--- src/rtl/hazard_unit.sv ---
// -----------------------------------------------------------------------------
// hazard_unit
//
// Purpose:
//   Data- and control-hazard unit for a classic five-stage in-order pipeline
//   (IF, ID, EXE, MEM, WB). It keeps a small scoreboard with the destination,
//   RegWrite and MemRead bits of the instructions in EXE, MEM and WB. The EXE
//   entry also holds the source indices of that instruction.
//
//   From that scoreboard the unit produces three things:
//     - forwarding selects for the two EXE operands.
//     - a one-cycle stall plus bubble for load-use hazards.
//     - flushes for redirects resolved in EXE.
//   It also counts stall cycles and flush cycles for performance monitoring.
//
// Ports:
//   clk                    sole clock; all state updates on the rising edge
//   reset                  asynchronous, active-high; empties the scoreboard
//                          and clears both counters
//   rs1_id/rs2_id/rd_id    source and destination indices of the ID instruction
//   RegWrite_id/MemRead_id ID-stage control bits
//   redirect_exe           taken branch/jump resolved in EXE
//   forward_rd1_exe/2_exe  operand select: 00 regfile, 01 MEM ALU result,
//                          10 WB result (11 is never produced)
//   stall_if/stall_id      hold PC and the IF/ID register
//   flush_id/flush_exe     turn IF/ID or ID/EX into a bubble
//   stall_count            cycles with stall_id=1, wraps modulo 2^CNT_W
//   flush_count            cycles with flush_id=1, wraps modulo 2^CNT_W
// -----------------------------------------------------------------------------
module hazard_unit #(
  parameter int XLEN_RD = 5,
  parameter int CNT_W   = 16
) (
  input  logic               clk,
  input  logic               reset,
  input  logic [XLEN_RD-1:0] rs1_id,
  input  logic [XLEN_RD-1:0] rs2_id,
  input  logic [XLEN_RD-1:0] rd_id,
  input  logic               RegWrite_id,
  input  logic               MemRead_id,
  input  logic               redirect_exe,
  output logic [1:0]         forward_rd1_exe,
  output logic [1:0]         forward_rd2_exe,
  output logic               stall_if,
  output logic               stall_id,
  output logic               flush_id,
  output logic               flush_exe,
  output logic [CNT_W-1:0]   stall_count,
  output logic [CNT_W-1:0]   flush_count
);

  localparam logic [XLEN_RD-1:0] REG_X0 = '0;

  // Scoreboard slots
  logic [XLEN_RD-1:0] rd_ex_q, rd_ex_d, rs1_ex_q, rs1_ex_d, rs2_ex_q, rs2_ex_d;
  logic               RegWrite_ex_q, RegWrite_ex_d, MemRead_ex_q, MemRead_ex_d;
  logic [XLEN_RD-1:0] rd_mem_q, rd_mem_d;
  logic               RegWrite_mem_q, RegWrite_mem_d, MemRead_mem_q, MemRead_mem_d;
  logic [XLEN_RD-1:0] rd_wb_q, rd_wb_d;
  logic               RegWrite_wb_q, RegWrite_wb_d, MemRead_wb_q, MemRead_wb_d;

  logic [CNT_W-1:0]   stall_count_q, stall_count_d;
  logic [CNT_W-1:0]   flush_count_q, flush_count_d;

  logic               load_use;
  logic               stall_raw;
  logic               flush_exe_raw;

  // A load in EXE whose result the ID instruction needs cannot be forwarded
  // in time, so ID must wait one cycle.
  always_comb begin
    load_use = MemRead_ex_q & RegWrite_ex_q & (rd_ex_q != REG_X0) &
               ((rd_ex_q == rs1_id) | (rd_ex_q == rs2_id));
  end

  // A redirect kills the ID instruction anyway, so it overrides the stall.
  assign stall_raw     = load_use & ~redirect_exe;
  assign flush_exe_raw = load_use | redirect_exe;

  // The scoreboard is already empty while reset is held, so load_use is 0.
  // redirect_exe comes from outside and still has to be masked here.
  assign stall_if  = stall_raw & ~reset;
  assign stall_id  = stall_raw & ~reset;
  assign flush_id  = redirect_exe & ~reset;
  assign flush_exe = flush_exe_raw & ~reset;

  // Operand forwarding. The MEM stage is checked first because it holds the
  // youngest producer. A load sitting in MEM never meets a dependent
  // instruction in EXE: the load-use stall places a bubble between them, and
  // the consumer then takes the value from WB.
  logic [XLEN_RD-1:0] src_ex [2];
  logic [1:0]         fwd_sel [2];

  assign src_ex[0] = rs1_ex_q;
  assign src_ex[1] = rs2_ex_q;

  generate
    for (genvar gi = 0; gi < 2; gi++) begin : g_fwd
      always_comb begin
        fwd_sel[gi] = 2'b00;
        if (RegWrite_mem_q && (rd_mem_q != REG_X0) && (rd_mem_q == src_ex[gi])) begin
          fwd_sel[gi] = 2'b01;
        end else if (RegWrite_wb_q && (rd_wb_q != REG_X0) && (rd_wb_q == src_ex[gi])) begin
          fwd_sel[gi] = 2'b10;
        end
      end
    end
  endgenerate

  assign forward_rd1_exe = fwd_sel[0];
  assign forward_rd2_exe = fwd_sel[1];

  // Next-state logic. MEM and WB always advance. EXE takes either the ID
  // instruction or a bubble.
  always_comb begin
    rd_wb_d        = rd_mem_q;
    RegWrite_wb_d  = RegWrite_mem_q;
    MemRead_wb_d   = MemRead_mem_q;

    rd_mem_d       = rd_ex_q;
    RegWrite_mem_d = RegWrite_ex_q;
    MemRead_mem_d  = MemRead_ex_q;

    if (flush_exe_raw) begin
      rd_ex_d       = REG_X0;
      rs1_ex_d      = REG_X0;
      rs2_ex_d      = REG_X0;
      RegWrite_ex_d = 1'b0;
      MemRead_ex_d  = 1'b0;
    end else begin
      rd_ex_d       = rd_id;
      rs1_ex_d      = rs1_id;
      rs2_ex_d      = rs2_id;
      RegWrite_ex_d = RegWrite_id;
      MemRead_ex_d  = MemRead_id;
    end

    stall_count_d = stall_count_q + {{(CNT_W-1){1'b0}}, stall_raw};
    flush_count_d = flush_count_q + {{(CNT_W-1){1'b0}}, redirect_exe};
  end

  always_ff @(posedge clk or posedge reset) begin
    if (reset) begin
      rd_ex_q        <= REG_X0;
      rs1_ex_q       <= REG_X0;
      rs2_ex_q       <= REG_X0;
      RegWrite_ex_q  <= 1'b0;
      MemRead_ex_q   <= 1'b0;
      rd_mem_q       <= REG_X0;
      RegWrite_mem_q <= 1'b0;
      MemRead_mem_q  <= 1'b0;
      rd_wb_q        <= REG_X0;
      RegWrite_wb_q  <= 1'b0;
      MemRead_wb_q   <= 1'b0;
      stall_count_q  <= '0;
      flush_count_q  <= '0;
    end else begin
      rd_ex_q        <= rd_ex_d;
      rs1_ex_q       <= rs1_ex_d;
      rs2_ex_q       <= rs2_ex_d;
      RegWrite_ex_q  <= RegWrite_ex_d;
      MemRead_ex_q   <= MemRead_ex_d;
      rd_mem_q       <= rd_mem_d;
      RegWrite_mem_q <= RegWrite_mem_d;
      MemRead_mem_q  <= MemRead_mem_d;
      rd_wb_q        <= rd_wb_d;
      RegWrite_wb_q  <= RegWrite_wb_d;
      MemRead_wb_q   <= MemRead_wb_d;
      stall_count_q  <= stall_count_d;
      flush_count_q  <= flush_count_d;
    end
  end

  assign stall_count = stall_count_q;
  assign flush_count = flush_count_q;

endmodule

--- config.mk ---
export PLATFORM = sky130hd
export DESIGN_NAME = hazard_unit
export DESIGN_NICKNAME = d
export VERILOG_FILES = /design/src/rtl/hazard_unit.sv
export SDC_FILE = /design/constraint.sdc
export NUM_CORES = 1
export LEC_CHECK = 0
export ABC_AREA = 0
export CORE_MARGIN = 5
export CORE_UTILIZATION = 52
export CTS_BUF_LIST = sky130_fd_sc_hd__clkbuf_4 sky130_fd_sc_hd__clkbuf_8
export DETAILED_ROUTE_END_ITERATION = 12
export PLACE_DENSITY = 0.82
export SLEW_MARGIN = 10
export SYNTH_ARGS = -nofsm -noshare
export SYNTH_HDL_FRONTEND = slang
export SYNTH_SLANG_ARGS = --single-unit
--- constraint.sdc ---
create_clock -name clk -period 2.9 [get_ports clk]
set_input_delay 0.87 -clock clk [delete_from_list [all_inputs] [get_ports clk]]
set_output_delay 0.87 -clock clk [all_outputs]
set_load 0.02 [all_outputs]
==> results of run 1 <==
worst min path at each step:
stage                            startpoint                        to  slack [ns]  cells past startpoint
floorplan           RegWrite_ex_q$_DFF_PP0_  RegWrite_mem_q$_DFF_PP0_        0.35                      0
global placement    RegWrite_ex_q$_DFF_PP0_  RegWrite_mem_q$_DFF_PP0_        0.36                      0
detailed placement  RegWrite_ex_q$_DFF_PP0_  RegWrite_mem_q$_DFF_PP0_        0.38                      0
CTS                 RegWrite_ex_q$_DFF_PP0_  RegWrite_mem_q$_DFF_PP0_        0.39                      0
global route        RegWrite_ex_q$_DFF_PP0_  RegWrite_mem_q$_DFF_PP0_        0.41                      0
finish              RegWrite_ex_q$_DFF_PP0_  RegWrite_mem_q$_DFF_PP0_        0.40                      0
area by class of cell:
cell class                 count  area (µm²)
clock buffer                  13       172.7
clock inverter                 3       42.54
fill                         383        1318
inverter                       2       7.507
multi-input combinational    163        1284
sequential                    61        1526
tap                           70       87.58
timing repair buffer          83       701.9
flip-flops by register name, summed over array words and instances (netlist names):
signal	count
stall_count	16
RegWrite_wb_q	1
rd_ex_q	5
rs1_ex_q	5
rs2_ex_q	5
rd_wb_q	5
RegWrite_ex_q	1
RegWrite_mem_q	1
flush_count	16
rd_mem_q	5
MemRead_ex_q	1
power groups by stage:
| stage | registers, mW | clock network (mW) | logic, mW |
|---|---|---|---|
| after floorplan | 1.05 | 0 | 0.149 |
| after global placement | 1.01 | 0 | 0.372 |
| after detailed placement | 1.01 | 0 | 0.379 |
| after CTS | 0.996 | 0.802 | 0.389 |
| after global routing | 1.01 | 0.846 | 0.429 |
| final | 0.997 | 0.788 | 0.394 |
what timing repair did:
action | in CTS | in global routing
hold buffers | 0 | 0
endpoints found under the setup margin | 8 | 7
buffers inserted | 3 | 4
resized for setup | 47 | 27
pin swaps | 6 | 20
cells in the mapped netlist (all sizes together), types with 2 or more instances:
| master | count | area [µm²] |
|---|---|---|
| and4 | 4 | 35.03 |
| ha | 4 | 50.05 |
| nor4 | 5 | 43.79 |
| buf | 3 | 35.03 |
| clkbuf | 2 | 7.510 |
| nand3 | 16 | 80.08 |
| o21ai | 2 | 13.76 |
| inv | 2 | 7.510 |
| nand2 | 12 | 45.04 |
| xor2 | 19 | 166.4 |
| dfrtp | 61 | 1526 |
| nand2b | 17 | 106.4 |
| or4 | 5 | 37.54 |
| nor2 | 5 | 23.77 |
| nand4 | 6 | 37.54 |
| nor3 | 2 | 10.01 |
| xnor2 | 39 | 341.6 |
| and3 | 4 | 25.02 |
| a21oi | 17 | 122.6 |
cell families (layout without fill, tap and decap cells):
kind of cell | after synthesis | in the layout | synth area share
flops | 61 | 61 | 0.5513
compound gates | 22 | 22 | 0.05964
simple gates | 79 | 79 | 0.1695
xor+xnor | 58 | 58 | 0.1835
fa+ha+maj | 4 | 4 | 0.01808
buf+inv | 7 | 101 | 0.01808
layer usage:
metal | vias up | wire length (µm) | GRT usage
met5 | - | 0 | 0
li1 | 972 | - | -
met1 | 967 | 2593 | 0.2241
met2 | 38 | 2756 | 0.2733
met4 | 0 | 79 | 0.07578
met3 | 10 | 175 | 0.03861
metrics by stage:
| step | area (µm²) | TNS, ns | utilization |
|---|---|---|---|
| 4_1_cts | 3800 | -0.04165 | 0.7393 |
| 5_1_grt | 3822 | -0.01027 | 0.7437 |
| 3_3_place_gp | 3547 | -4.668 | 0.6901 |
| 6_report | 3822 | 0 | 0.7437 |
| 3_5_place_dp | 3547 | -4.843 | 0.6901 |
| 2_1_floorplan | 2784 | 0 | - |
worst max-delay path, cell delays in order:
cell and delay, ns:
buf_2 0.12, xnor2_2 0.17, nand3_2 0.10, o22a_1 0.27, nor4_4 0.25, buf_4 0.19
==> out/metrics.cfg, run 1 <==
[die]
fp.dieW_um=82.97
fp.dieH_um=82.97
start_util=0.5387
io_pins=60
num_rows=26
die-area_mm2=0.006884
coreArea_mm2=0.005140

[setup_path]
critPathLaunch=rs1_id[0]
critical_path_arrival_ns=1.97
reg2reg_depth=10
worstPathRequired_ns=2.03
r2r_start=rd_ex_q[4]$_DFF_PP0_
r2r_end=stall_count[15]$_DFF_PP0_
criticalPathCategory=input pin to output pin
cp_max_fo=2
r2r_slack_ns=0.48
end_kind=output pin
start_kind=input pin
cp-endpoint=stall_if

[power_and_ir_drop]
intPower_mw=1.595
p_sw_frac=0.2680
p_sw_mw=0.5838
power_density_mw_per_mm2=570.0
p_leak_nw=1.730
power_frac_seq=0.458
p_clk_frac=0.362
power_mw=2.179
p_comb_frac=0.181
vdd_ir_drop_max_mv=0.6958

[timing]
min_period_over_period=0.9781
worstMarginPinSlew_ns=0.9163
skew_ns=0.004304
fmax_mhz=352.6
setup_violations=0
slew-limit-headroom=0.3885
hold_slack_ns=0.3988
drv_slew=0
post-route-min-period_ns=2.836
hold_violations=0
worst_slack_ns=0.06363

[routing]
ant_nets=0
drt_pass1_iterations=4
drc=0
wirelength_mm=5.605
vias_per_cell=5.030
wire_per_inst_um=14.19
drt_iter0_markers=49
vias=1987

[run_status]
status=complete, no violations

[synthesis]
syn_area_per_cell_um2=11.99
synth.cell_area_mm2=0.002769
ys_seq_elements=61
async_flop_share=1.000
syn-num-nets=255
synth-edff-count=0
ys_warn_count=0
ys.flop_type=dfrtp_1
yosysUniqueCellTypes=30
ys_seq_area_frac=0.5513
synthCells=231

[grt]
grt_max_degree=36
grtUsageTotal=0.1715
grt-ovfl-total=0
antenna_found_initial=0
grt_pass1_wl_mm=9.528
grt_pass1_vias=2040

[clock_tree]
path_clk_slew_ns=0.06
cts_tree=done
clock-root-buffer=clkbuf_8
clk_latency_ns=0.33
cts_buffers=9
cts.sinks=61
htree_num_levels=3
clock_path_buffers=2

[placement]
placed_cells=372
numPortBuffers=59
dpl_worst_slack_ns=-0.7920
dpl.hpwl_mm=4.030
gp_congestion=0.8196

[final_layout]
nNetsFinal=344
drive_gt1_frac=0.2585
antennaDiodeCount=0
final_common_cell=dfrtp_1
final_cell_mix=61 x dfrtp_1, 41 x clkdlybuf4s50_1, 35 x xnor2_1, 27 x buf_4, 19 x xor2_1
instances_no_fill=395
syn_to_final_growth_pct=38.05

[flow_run]
maxCapViolCount=0

[min_path]
min_path_type=flip-flop to flip-flop

Power figures use the tool's default switching activity.
==> run 2, diff against run 1 <==
Settings changed: CORE_UTILIZATION 52 to 50, CTS_BUF_LIST sky130_fd_sc_hd__clkbuf_4 sky130_fd_sc_hd__clkbuf_8 to sky130_fd_sc_hd__clkbuf_16, PLACE_DENSITY 0.82 to 0.79.
==> run 2 against run 1 <==
Net effect:
- combinational power grew 2%
- clock skew grew 0.0022 ns
- fmax grew 0.34%
- largest power group is now the clock network
- sequential cell count is the same
- count of clock-buffer cells in the layout shrank 4
- largest cell class unchanged
- routed wire length grew 11%
- setup slack gained 0.0095 ns
- non-clock buffer count grew 4
- highest routed layer unchanged
- design area grew 3.3%
==> out/metrics.cfg, run 2 (synthesis gave the netlist of run 1 again) <==
[power_and_ir_drop]
p_sw_mw=0.6600  ; was 0.5838 mW
power_frac_seq=0.383  ; was 0.458
intPower_mw=1.955  ; was 1.595 mW
power_mw=2.615  ; was 2.179 mW
p_leak_nw=1.780  ; was 1.730 nW
power_density_mw_per_mm2=662.3  ; was 570.0 mW/mm²
p_sw_frac=0.2524  ; was 0.2680
p_comb_frac=0.153  ; was 0.181
vdd_ir_drop_max_mv=0.4579  ; was 0.6958 mV
p_clk_frac=0.465  ; was 0.362

[final_layout]
regArea_mm2=0.001526  ; unchanged
antennaDiodeCount=0  ; unchanged
multi_input_area_mm2=0.001262  ; was 0.001284 mm²
final_common_cell=dfrtp_1  ; unchanged
fill_cells=367  ; was 383
syn_to_final_growth_pct=42.61  ; was 38.05%
final_cell_mix=61 x dfrtp_1, 41 x clkdlybuf4s50_1, 39 x xnor2_1, 30 x buf_4, 19 x xor2_1  ; was 61 x dfrtp_1, 41 x clkdlybuf4s50_1, 35 x xnor2_1, 27 x buf_4, 19 x xor2_1
drive_gt1_frac=0.2644  ; was 0.2585
nNetsFinal=348  ; was 344
fin_util=0.7260  ; was 0.7437

[grt]
grt_pass1_vias=2146  ; was 2040
grt_pass1_wl_mm=10.69  ; was 9.528 mm
grtUsageTotal=0.1910  ; was 0.1715
antenna_found_initial=0  ; unchanged
grt-ovfl-total=0  ; unchanged
grt_max_degree=32  ; was 36

[routing]
ant_nets=0  ; unchanged
drc=0  ; unchanged
drt_iter0_markers=72  ; was 49
wirelength_mm=6.244  ; was 5.605 mm
wire_per_inst_um=15.57  ; was 14.19 µm
drt_pass1_iterations=4  ; unchanged
vias=2029  ; was 1987
vias_per_cell=5.060  ; was 5.030

[setup_path]
critical_path_arrival_ns=1.96  ; was 1.97 ns
cp_max_fo=2  ; unchanged
cpPeakStageDelay_ns=0.55  ; was 0.27 ns
start_kind=flip-flop  ; was input pin
crit_chain=or4_4 > o21ai_4 > buf_6 > nor4_4 > nor4_2 > buf_4  ; was buf_2 > xnor2_2 > nand3_2 > o22a_1 > nor4_4 > buf_4
slowest_stage=or4_4  ; was o22a_1
end_kind=output pin  ; unchanged
criticalPathCategory=flip-flop to output pin  ; was input pin to output pin
reg2reg_depth=11  ; was 10
worstPathRequired_ns=2.03  ; about the same

[die]
die-area_mm2=0.007126  ; was 0.006884 mm²
num_rows=27  ; was 26
fp.dieW_um=84.42  ; was 82.97 µm
coreArea_mm2=0.005439  ; was 0.005140 mm²
start_util=0.5091  ; was 0.5387
fp.dieH_um=84.42  ; was 82.97 µm
io_pins=60  ; unchanged

[clock_tree]
holdBufCountCts=0  ; unchanged
clock_path_buffers=2  ; unchanged
path_clk_slew_ns=0.05  ; was 0.06 ns
cts_tree=done  ; unchanged
cts.sinks=61  ; unchanged
cts_buffers=9  ; unchanged
htree_num_levels=3  ; unchanged
clock-root-buffer=clkbuf_16  ; was clkbuf_8
clk_latency_ns=0.33  ; about the same

[timing]
min_period_over_period=0.9748  ; was 0.9781
drv_slew=0  ; unchanged
fmax_mhz=353.8  ; was 352.6 MHz
tns_ns=0  ; unchanged
worstMarginPinSlew_ns=0.9477  ; was 0.9163 ns
setup_violations=0  ; unchanged
post-route-min-period_ns=2.827  ; was 2.836 ns
hold_violations=0  ; unchanged
rsz0062_at_grt=yes
slew-limit-headroom=0.3675  ; was 0.3885
skew_ns=0.006504  ; was 0.004304 ns

[placement]
gp_congestion=0.8104  ; was 0.8196
numPortBuffers=59  ; unchanged
dpl.hpwl_mm=4.137  ; was 4.030 mm

[flow_run]
maxCapViolCount=0  ; unchanged

[min_path]
min_path_type=flip-flop to flip-flop  ; unchanged
whs_path_depth=0  ; unchanged

[run_status]
status=complete, no violations  ; unchanged

## run 2: cell type report
type | instances | share of cell area
Clock buffer | 9 | 0.05703
Sequential cell | 61 | 0.3866
Clock inverter | 7 | 0.02915
Tap cell | 72 | 0.02281
Multi-Input combinational cell | 163 | 0.3197
Timing Repair Buffer | 87 | 0.1828
Inverter | 2 | 0.001901
## run 2: what timing repair did
action	CTS	global route
pin swaps	12	13
setup buffers	3	7
gates cloned	0	0
endpoints found under the setup margin	19	17
gates resized for setup	51	25
## run 2: critical path: cells and delay by family, from the launching register on
kind	cells	cell delay [ns]
simple gates	3	0.73
flops	1	0.39
buf+inv	2	0.31
compound gates	1	0.20
## run 2: stage by stage
step | area (µm²) | worst slack [ns] | hold WS, ns | std cells
floorplan | 2784 | 0.08478 | 0.3535 | 231
detailed placement | 3557 | -0.8014 | 0.3817 | 375
CTS | 3929 | 0.01115 | 0.3876 | 394
global placement | 3557 | -0.7824 | 0.3686 | 375
finish | 3949 | 0.07315 | 0.3974 | 401
global route | 3949 | -0.02794 | 0.3954 | 401
## run 2: path summary, 6_finish.rpt
kind / from / end / slack, ns
max: rd_mem_q[1]$_DFF_PP0_ / forward_rd1_exe[1] / 0.07
min: RegWrite_ex_q$_DFF_PP0_ / RegWrite_mem_q$_DFF_PP0_ / 0.40
max reg2reg: rd_ex_q[0]$_DFF_PP0_ / stall_count[15]$_DFF_PP0_ / 0.43
min reg2reg: RegWrite_ex_q$_DFF_PP0_ / RegWrite_mem_q$_DFF_PP0_ / 0.40
max in group asynchronous: reset / rd_ex_q[3]$_DFF_PP0_ / 1.39
min in group asynchronous: reset / MemRead_ex_q$_DFF_PP0_ / 1.22
## run 2: layer usage
layer / vias up / share of wire / GRT usage
met5: - / 0 / 0
met3: 10 / 0.045 / 0.05201
met1: 999 / 0.43 / 0.2387
met4: 0 / 0.017 / 0.09065
li1: 975 / - / -
met2: 45 / 0.51 / 0.3085
## run 2: power groups by stage
stage / logic [mW] / registers [mW] / clock network [mW]
after floorplan: 0.149 / 1.05 / 0
after global placement: 0.375 / 1.01 / 0
after detailed placement: 0.383 / 1.01 / 0
after CTS: 0.394 / 0.999 / 1.23
after global routing: 0.437 / 1.01 / 1.27
final: 0.400 / 1.00 / 1.22
==> run 3, diff against run 2 <==
Settings changed: PLACE_DENSITY 0.79 to not set, PLACE_DENSITY_LB_ADDON set to 0.08.
==> run 3 against run 2 <==
Net effect:
- combinational power barely moved
- sequential power about the same
- design area fell by 2.3%
- critical path depth unchanged
- global-route usage down 1.6 points
- critical path type is now input pin to output pin
- largest cell class unchanged
==> out/metrics.cfg, run 3 (synthesis gave the netlist of run 1 again) <==
[run_status]
status=complete, no violations  ; unchanged

[flow_run]
maxCapViolCount=0  ; unchanged

[routing]
drt_iter0_markers=32  ; was 72
vias=1984  ; was 2029
wire_per_inst_um=14.70  ; was 15.57 µm
vias_per_cell=5.074  ; was 5.060
wirelength_mm=5.746  ; was 6.244 mm
drc=0  ; unchanged
ant_nets=0  ; unchanged
drt_pass1_iterations=4  ; unchanged

[setup_path]
crit_chain=clkbuf_2 > xnor2_1 > nand3_1 > o22a_1 > nor4_4 > buf_4  ; was or4_4 > o21ai_4 > buf_6 > nor4_4 > nor4_2 > buf_4
cpPeakStageDelay_ns=0.26  ; was 0.55 ns
criticalPathCategory=input pin to output pin  ; was flip-flop to output pin
start_kind=input pin  ; was flip-flop
slowest_stage=o22a_1  ; was or4_4
worstPathRequired_ns=2.03  ; about the same
end_kind=output pin  ; unchanged
critical_path_arrival_ns=1.94  ; was 1.96 ns
cp_max_fo=2  ; unchanged
r2r_start=rd_ex_q[2]$_DFF_PP0_  ; was rd_ex_q[0]$_DFF_PP0_
critPathLaunch=rs1_id[2]  ; was rd_mem_q[1]$_DFF_PP0_

[clock_tree]
clock-root-buffer=clkbuf_16  ; unchanged
path_clk_slew_ns=0.05  ; about the same
holdBufCountCts=0  ; unchanged
cts_buffers=9  ; unchanged
htree_num_levels=3  ; unchanged
clock_path_buffers=2  ; unchanged
cts_tree=done  ; unchanged
clk_latency_ns=0.32  ; was 0.33 ns
cts.sinks=61  ; unchanged

[final_layout]
antennaDiodeCount=0  ; unchanged
syn_to_final_growth_pct=39.27  ; was 42.61%
stdcell_area_mm2=0.003856  ; was 0.003949 mm²
fill_cells=414  ; was 367
final_common_cell=dfrtp_1  ; unchanged
final_cell_mix=61 x dfrtp_1, 41 x clkdlybuf4s50_1, 37 x xnor2_1, 21 x buf_4, 19 x xor2_1  ; was 61 x dfrtp_1, 41 x clkdlybuf4s50_1, 39 x xnor2_1, 30 x buf_4, 19 x xor2_1
drive_gt1_frac=0.2414  ; was 0.2644
nNetsFinal=339  ; was 348

[timing]
worstMarginPinSlew_ns=0.8885  ; was 0.9477 ns
skew_ns=0.004607  ; was 0.006504 ns
rsz0062_at_grt=no  ; was yes
setup_violations=0  ; unchanged
drv_slew=0  ; unchanged
min_period_over_period=0.9707  ; was 0.9748
hold_violations=0  ; unchanged
slew-limit-headroom=0.4071  ; was 0.3675
fmax_mhz=355.2  ; was 353.8 MHz
worst_slack_ns=0.08502  ; was 0.07315 ns
hold_slack_ns=0.3831  ; was 0.3974 ns
post-route-min-period_ns=2.815  ; was 2.827 ns

[die]
fp.dieW_um=84.42  ; unchanged
start_util=0.5091  ; unchanged
coreArea_mm2=0.005439  ; unchanged
num_rows=27  ; unchanged
io_pins=60  ; unchanged
fp.dieH_um=84.42  ; unchanged
die-area_mm2=0.007126  ; unchanged

[min_path]
min_path_type=flip-flop to flip-flop  ; unchanged
hp-start=RegWrite_ex_q$_DFF_PP0_  ; unchanged

[power_and_ir_drop]
p_leak_nw=1.718  ; was 1.780 nW
vdd_ir_drop_max_mv=0.4762  ; was 0.4579 mV
power_density_mw_per_mm2=622.4  ; was 662.3 mW/mm²

[grt]
grtUsageTotal=0.1748  ; was 0.1910
grt-ovfl-total=0  ; unchanged
grt_pass1_vias=2105  ; was 2146
grt_max_degree=49  ; was 32
grt_pass1_wl_mm=9.839  ; was 10.69 mm
antenna_found_initial=0  ; unchanged

[placement]
numPortBuffers=59  ; unchanged
gp_congestion=0.8068  ; was 0.8104
dpl.hpwl_mm=4.027  ; was 4.137 mm
dpl_worst_slack_ns=-0.7707  ; was -0.8014 ns
placed_area_mm2=0.003562  ; was 0.003557 mm²

run 3: timing repair:
action | in CTS | in global routing
gates resized for setup | 45 | 34
setup buffers | 2 | 0
pin swaps | 8 | 22
endpoints found under the setup margin | 15 | 12
run 3: critical path, delay by kind of cell:
family	cells	cell delay, ns
XOR/XNOR	1	0.15
AND/OR/NAND/NOR	2	0.36
AO/OA/AOI/OAI	1	0.26
buffers and inverters	2	0.29
run 3: worst paths after layout:
path	cells after the start	to	slack, ns
setup / recovery	6	stall_if	0.09
hold / removal	0	RegWrite_mem_q$_DFF_PP0_	0.38
setup reg to reg	10	stall_count[15]$_DFF_PP0_	0.51
hold reg to reg	0	RegWrite_mem_q$_DFF_PP0_	0.38
max in group asynchronous	3	flush_count[3]$_DFF_PP0_	1.37
min in group asynchronous	2	flush_count[2]$_DFF_PP0_	0.98
run 3: layout make-up:
class	count	area [µm²]	area share
Clock inverter	6	55.05	0.01428
Inverter	2	7.507	0.001947
Tap cell	72	90.09	0.02336
Sequential cell	61	1526	0.3958
Multi-Input combinational cell	163	1276	0.3310
Timing Repair Buffer	78	675.6	0.1752
Clock buffer	9	225.2	0.05840
run 3: routing by layer:
layer	track usage	share of wire	vias up
li1	-	-	963
met1	0.2219	0.44	955
met2	0.2747	0.48	54
met3	0.05790	0.060	12
met4	0.07482	0.021	0
met5	0	0	-
run 3: per-stage QoR:
| stage | power, mW | TNS, ns | cells | util |
|---|---|---|---|---|
| finish | 2.400 | 0 | 391 | 0.7090 |
| global route | 2.510 | 0 | 391 | 0.7090 |
| CTS | 2.419 | 0 | 391 | 0.7106 |
| detailed placement | 1.393 | -6.704 | 374 | 0.6549 |
| global placement | 1.386 | -6.430 | 374 | 0.6549 |
| floorplan | 1.203 | 0 | 231 | - |
run 3: power by group:
group	switching, mW	internal, mW
Clock	0.352	0.649
Sequential	0.0791	0.922
Combinational	0.201	0.197
